## src/rtl/uart_tx_fifo_cfg.sv

```systemverilog
// Buffered UART transmitter: FIFO-fed, configurable data width, runtime parity and stop-bit count.
// Queued words go out back-to-back; each frame snapshots its parity/stop config at pop time.
module uart_tx_fifo_cfg #(
    parameter int CLKS_PER_BIT = 217,
    parameter int DATA_BITS    = 8,
    parameter int FIFO_DEPTH   = 4
) (
    input  logic                          i_Clock,
    input  logic                          i_Reset,
    input  logic                          i_TX_DV,
    input  logic [DATA_BITS-1:0]          i_TX_Data,
    output logic                          o_TX_Ready,
    input  logic [1:0]                    i_Parity_Mode,
    input  logic                          i_Two_Stop,
    output logic                          o_TX_Active,
    output logic                          o_TX_Serial,
    output logic                          o_TX_Done,
    output logic                          o_Overflow,
    output logic [$clog2(FIFO_DEPTH):0]   o_FIFO_Count
);
    localparam int AW = $clog2(FIFO_DEPTH);
    localparam int CW = $clog2(CLKS_PER_BIT);
    localparam int BW = $clog2(DATA_BITS);
    localparam logic [CW-1:0] BAUD_LAST = CW'(CLKS_PER_BIT - 1);
    localparam logic [BW-1:0] BIT_LAST  = BW'(DATA_BITS - 1);
    localparam logic [AW:0]   DEPTH     = (AW+1)'(FIFO_DEPTH);

    typedef enum logic [2:0] {S_IDLE, S_START, S_DATA, S_PARITY, S_STOP} state_t;

    logic [DATA_BITS-1:0] r_mem [FIFO_DEPTH];
    logic [AW-1:0]        r_wr_ptr, r_rd_ptr;
    logic [AW:0]          r_count, w_count_nxt;
    logic                 r_ready, r_overflow;

    state_t               r_state;
    logic [CW-1:0]        r_baud;
    logic [BW-1:0]        r_bit;
    logic [DATA_BITS-1:0] r_shift;
    logic                 r_par_en, r_par_bit, r_two_stop;
    logic                 r_serial, r_active, r_done;

    logic                 w_push, w_pop, w_bit_end, w_stop_last;
    logic                 w_par_en, w_par_bit;
    logic [DATA_BITS-1:0] w_head;

    assign w_head      = r_mem[r_rd_ptr];
    assign w_push      = i_TX_DV && r_ready;
    assign w_bit_end   = (r_baud == BAUD_LAST);
    assign w_stop_last = (r_state == S_STOP) && w_bit_end && (r_bit == BW'(r_two_stop));
    // Pop from IDLE, or on the final stop cycle so the next start bit follows with no gap.
    assign w_pop       = (r_count != '0) && ((r_state == S_IDLE) || w_stop_last);
    assign w_par_en    = ^i_Parity_Mode;
    assign w_par_bit   = (^w_head) ^ (i_Parity_Mode == 2'b01);

    always_comb begin
        w_count_nxt = r_count;
        if (w_push && !w_pop)
            w_count_nxt = r_count + (AW+1)'(1);
        else if (!w_push && w_pop)
            w_count_nxt = r_count - (AW+1)'(1);
    end

    always_ff @(posedge i_Clock) begin
        if (w_push)
            r_mem[r_wr_ptr] <= i_TX_Data;
    end

    always_ff @(posedge i_Clock or posedge i_Reset) begin
        if (i_Reset) begin
            r_wr_ptr   <= '0;
            r_rd_ptr   <= '0;
            r_count    <= '0;
            r_ready    <= 1'b1;
            r_overflow <= 1'b0;
        end else begin
            r_overflow <= i_TX_DV && !r_ready;
            if (w_push) r_wr_ptr <= r_wr_ptr + AW'(1);
            if (w_pop)  r_rd_ptr <= r_rd_ptr + AW'(1);
            r_count    <= w_count_nxt;
            r_ready    <= (w_count_nxt < DEPTH);
        end
    end

    always_ff @(posedge i_Clock or posedge i_Reset) begin
        if (i_Reset) begin
            r_state    <= S_IDLE;
            r_baud     <= '0;
            r_bit      <= '0;
            r_shift    <= '0;
            r_par_en   <= 1'b0;
            r_par_bit  <= 1'b0;
            r_two_stop <= 1'b0;
            r_serial   <= 1'b1;
            r_active   <= 1'b0;
            r_done     <= 1'b0;
        end else begin
            r_done <= 1'b0;
            if (w_pop) begin
                r_shift    <= w_head;
                r_par_en   <= w_par_en;
                r_par_bit  <= w_par_bit;
                r_two_stop <= i_Two_Stop;
            end
            case (r_state)
                S_IDLE: begin
                    r_serial <= 1'b1;
                    r_active <= 1'b0;
                    r_baud   <= '0;
                    if (w_pop) begin
                        r_state  <= S_START;
                        r_serial <= 1'b0;
                        r_active <= 1'b1;
                    end
                end
                S_START: begin
                    if (w_bit_end) begin
                        r_baud   <= '0;
                        r_bit    <= '0;
                        r_state  <= S_DATA;
                        r_serial <= r_shift[0];
                    end else
                        r_baud <= r_baud + CW'(1);
                end
                S_DATA: begin
                    if (w_bit_end) begin
                        r_baud <= '0;
                        if (r_bit == BIT_LAST) begin
                            r_bit    <= '0;
                            r_state  <= r_par_en ? S_PARITY : S_STOP;
                            r_serial <= r_par_en ? r_par_bit : 1'b1;
                        end else begin
                            r_bit    <= r_bit + BW'(1);
                            r_shift  <= r_shift >> 1;
                            r_serial <= r_shift[1];
                        end
                    end else
                        r_baud <= r_baud + CW'(1);
                end
                S_PARITY: begin
                    if (w_bit_end) begin
                        r_baud   <= '0;
                        r_bit    <= '0;
                        r_state  <= S_STOP;
                        r_serial <= 1'b1;
                    end else
                        r_baud <= r_baud + CW'(1);
                end
                S_STOP: begin
                    if (w_bit_end) begin
                        r_baud <= '0;
                        if (w_stop_last) begin
                            r_done <= 1'b1;
                            r_bit  <= '0;
                            if (w_pop) begin
                                r_state  <= S_START;
                                r_serial <= 1'b0;
                            end else begin
                                r_state  <= S_IDLE;
                                r_active <= 1'b0;
                            end
                        end else
                            r_bit <= r_bit + BW'(1);
                    end else
                        r_baud <= r_baud + CW'(1);
                end
                default: r_state <= S_IDLE;
            endcase
        end
    end

    assign o_TX_Ready   = r_ready;
    assign o_Overflow   = r_overflow;
    assign o_FIFO_Count = r_count;
    assign o_TX_Serial  = r_serial;
    assign o_TX_Active  = r_active;
    assign o_TX_Done    = r_done;
endmodule

```

## config.mk

```make
export PLATFORM = sky130hd
export DESIGN_NAME = uart_tx_fifo_cfg
export DESIGN_NICKNAME = d
export VERILOG_FILES = /design/src/rtl/uart_tx_fifo_cfg.sv
export SDC_FILE = /design/constraint.sdc
export NUM_CORES = 1
export LEC_CHECK = 0
export CORE_MARGIN = 5
export CORE_UTILIZATION = 35
export DETAILED_ROUTE_END_ITERATION = 10
export PLACE_DENSITY_LB_ADDON = 0.08
export SYNTH_ARGS = -nofsm -noshare
export SYNTH_HDL_FRONTEND = slang
export SYNTH_SLANG_ARGS = --single-unit
export TNS_END_PERCENT = 10
```

## constraint.sdc

```tcl
create_clock -name i_Clock -period 2.7 [get_ports i_Clock]
set_input_delay 0.81 -clock i_Clock [delete_from_list [all_inputs] [get_ports i_Clock]]
set_output_delay 0.81 -clock i_Clock [all_outputs]
set_load 0.005 [all_outputs]
```

After elaboration in Yosys (flattened, before gate mapping)
Memories as Yosys holds them, arrays and structs flattened.
Cells that the tools add are included.
{ "word_totals": {"ramBits": 32, "register_bits": 37, "output_inout_bits": 8, "mem_count": 1, "wordCells": 111, "in_bits": 14} }
{ "mem_list": {"columns": ["memory", "depth", "width", "read_ports", "rd_clocked_by_memory_dff", "write_ports", "line", "source"], "rows": [
  ["r_mem", 4, 8, 1, 0, 1, "30", "logic [DATA_BITS-1:0] r_mem [FIFO_DEPTH];"]
]} }
{ "classes": {"n_lt_le_gt_ge": 1, "reduce_logical": 25, "addsub": 6, "n_bitwise": 1, "n_mux": 44, "eq_ne": 18} }
{ "ops": {"columns": ["op", "n"], "rows": [
  ["$mux 3", 15],
  ["$mux 8", 5],
  ["$mux 1", 19],
  ["$ne 2x2->1 const B", 9],
  ["$pmux 8 s2", 1],
  ["$pmux 3 s5", 1],
  ["$reduce_and 7->1", 2],
  ["$pmux 3 s3", 1],
  ["$add 8x1->8 const B", 1],
  ["$eq 8x8->1 const B", 1],
  ["$reduce_and 4->1", 2],
  ["$reduce_xor 8->1", 1],
  ["$logic_and 1x1->1", 7],
  ["$add 3x1->3 const B", 2],
  ["$eq 3x2->1 const B", 2],
  ["$eq 3x3->1 const B", 2],
  ["$reduce_bool 3->1", 2],
  ["$pmux 1 s5", 1],
  ["$reduce_bool 5->1", 1],
  ["$add 2x1->2 const B", 2],
  ["$reduce_bool 2->1", 2],
  ["$reduce_or 4->1", 1],
  ["$eq 3x1->1", 1],
  ["$eq 3x1->1 const B", 1],
  ["other kinds (11)", 13]
]} }

Depth between registers and ports, before layout
{ "depth": {"word_depth": 9, "depth_mapped": 12, "depth_no_buf": 11} }

Worst setup path after synthesis
No wires, ideal clock.
{ "synth_timing": {"path_kind": "register -> register", "start": "register r_baud[0]", "end": "register with a tool-made name", "period_less_slack_ns": 2.459, "setup_ns": 0.095, "required_ns": 2.605, "path_stages_with_launch": 13, "setup_slack_ns": 0.241, "arrival_ns": 2.364, "n_path_buf": 1, "path_cell_list": "dfrtp_1 inv_1 ha_1 and4bb_2 nand4_2 a21oi_1 buf_6 inv_1 ha_1 nand2b_1 nor2_1 a21oi_1 o31ai_1"} }
{ "synth_lines": {"columns": ["element", "line", "source"], "rows": [
  ["start, declared", "36", "logic [CW-1:0] r_baud;"],
  ["start signal, assigned", "122", "r_baud <= r_baud + CW'(1);"],
  ["start signal, assigned", "137", "r_baud <= r_baud + CW'(1);"],
  ["start signal, assigned", "146", "r_baud <= r_baud + CW'(1);"]
]} }

==> flow_summary.ini <==
[run_status]
status = finished clean

[clock_network]
cts_num_sinks = 69
ctsResizeCount = 0
path_clk_slew_ns = 0.08
cts_root_buf = clkbuf_8
cts_buffers = 9
clockBufferDepth = 2
tritoncts = yes
htreeDepth = 3
clock_latency_ns = 0.34
cts_setup_buffers = 0
hold_buffers = 0

[detailed_routing]
drt-initial-drc-count = 38
routed_wl_mm = 6.23
postRouteAntennaNets = 0
wl_per_cell_um = 15.2
drc = 0
num_vias = 2032
dr.pass1.iters = 4
viasPerCell = 4.97

[hold_path]
holdPathStages = 2
worstHoldStart = r_par_bit
hold_end = r_par_bit
holdCritPathClass = reg2reg

[worst_setup_path]
r2r_start = r_baud[0]
timing_worst_setup_path_type = reg2reg
worstPathArrival_ns = 2.58
crit_path_end_kind = flop
cp.required_ns = 2.93
r2r_slack_ns = 0.35
critPathMaxFanout = 12
reg2reg_depth = 11
startpoint = r_baud[0]
startpoint_type = flop

[sta]
worst_pin_slew_ns = 0.504
fmax_mhz = 425
period_share = 0.871
fin_worst_skew_ns = 0.00850
setup_tns_ns = 0
hold_viol = 0
fin_crit_ns = 2.35
slew_violations = 0
finalSetupViolCount = 0
rsz0062_at_grt = no
fin_hold_ws_ns = 0.499
slew_headroom = 0.664

[placement]
hpwl_mm = 4.35
portBuffers = 21
finalWeightedCongestion = 0.712

[power_and_ir_drop]
irDropWorstVdd_v = 0.000342
p_leak_nw = 1.52
totalPowerFinal_mw = 2.55
power_per_cell_area_mw_per_mm2 = 668

[finish]
nFillCells = 883
drive_gt1_frac = 0.111
area_growth_pct = 15.7
final_common_cell = dfrtp_1
nets = 321
diodes = 0
final_cell_mix = dfrtp_1, edfxtp_1, nand2_1, clkdlybuf4s50_1, nor2_1

[die]
coreArea_mm2 = 0.00920
fp.dieW_um = 107
die_area_mm2 = 0.0115
start_util = 0.359
die_height_um = 107
boundaryPins = 22
rows = 35

[yosys]
syn-num-nets = 295
synth_area_leaders = edfxtp_1, dfrtp_1, ha_1
synth.avg_cell_area_um2 = 12.3
yosys_register_bits = 69
synth_top_area_share = 0.291
synth_async_sr_flop_share = 0.536
yosysSeqAreaShare = 0.573
synth_edf_count = 32
yosys.area.top_type = edfxtp_1
synth_warnings = 0
yosysUniqueCellTypes = 48
synth_area_mm2 = 0.00330
ys.flop_type = dfrtp_1
syn_inst = 267

[job]
maxCapViolCount = 0

[global_routing]
grt_pass1_wl_mm = 10.6
grtUsageMet3 = 0.0355
grt_usage = 0.118
grt_max_degree = 38
grtUsageMet2 = 0.197
antenna_found_initial = 0
grt_use_met1 = 0.149
grt_pass1_vias = 2174
grt_busiest_layer = met2
overflow = 0
[through the flow]
stage | cells | setup WS, ns | util | instance area (um2)
floorplan | 267 | 0.241 | - | 3300
global placement | 393 | 0.288 | 0.394 | 3620
detailed placement | 393 | 0.247 | 0.394 | 3620
CTS | 409 | 0.341 | 0.415 | 3810
global route | 409 | 0.176 | 0.415 | 3810
finish | 409 | 0.348 | 0.415 | 3810
[area by class of cell]
cell class	count	area [um2]	share of cell area
Multi-Input combinational cell	171	1290	0.338
Clock buffer	9	124	0.0325
Clock inverter	7	65.1	0.0171
Timing Repair Buffer	26	248	0.0650
Tap cell	111	139	0.0364
Inverter	16	60.1	0.0157
Sequential cell	69	1890	0.495
[cells by family (layout without fill, tap and decap cells)]
kind of cell             count (synthesis)  count (layout)  share of synthesized area
XOR/XNOR                                15              15                     0.0463
adder cells (fa/ha/maj)                 14              14                     0.0531
flip-flops                              69              69                      0.573
buffers and inverters                   27              58                     0.0360
multiplexers                            16              16                     0.0835
AND/OR/NAND/NOR                         74              74                      0.109
AO/OA/AOI/OAI                           52              52                     0.0987
[where the power goes]
part	total (mW)	leakage (nW)	switching, mW	internal, mW
Combinational	0.432	0.678	0.220	0.212
Sequential	1.30	0.744	0.0615	1.24
Clock	0.811	0.0947	0.453	0.358
[cell usage after synthesis, types with 6 or more instances]
cell type  number
dfrtp_1        35
edfxtp_1       32
nand2_1        25
nor2_1         19
a21oi_1        17
inv_1          16
ha_1           14
o21ai_0        13
mux2i_1         8
xnor2_1         8
clkbuf_1        6
[state kept, by name, indices dropped and copies added, names as in the netlist, 2 cells and up, named ones only]
signal and count:
o_FIFO_Count 2, r_state 3, r_shift 8, r_mem 32, r_wr_ptr 2, r_rd_ptr 2, r_bit 3, r_baud 8
[worst max-delay path by stage]
stage                 end  slack (ns)  cells past startpoint
6_report             flop        0.35                     11
5_1_grt              flop        0.18                     11
4_1_cts              flop        0.34                     11
3_5_place_dp   o_TX_Ready        0.25                      8
3_3_place_gp   o_TX_Ready        0.29                      8
2_1_floorplan        flop        0.24                     12
[routing by layer]
layer	share of wire	vias to the layer above
met5	0	-
met4	0.0085	0
met1	0.48	996
li1	-	1014
met3	0.026	5
met2	0.49	17
[critical path, stage by stage, from the launching register on]
cell and delay [ns]:
dfrtp_1 0.42, inv_1 0.07, ha_1 0.13, and4bb_2 0.27
nand4_2 0.17, a21oi_1 0.24, buf_4 0.27, ha_1 0.33
a21oi_1 0.13, o21ai_0 0.09, nand2_1 0.07, o31ai_1 0.06
No activity file was read; power rests on OpenSTA's default activity.
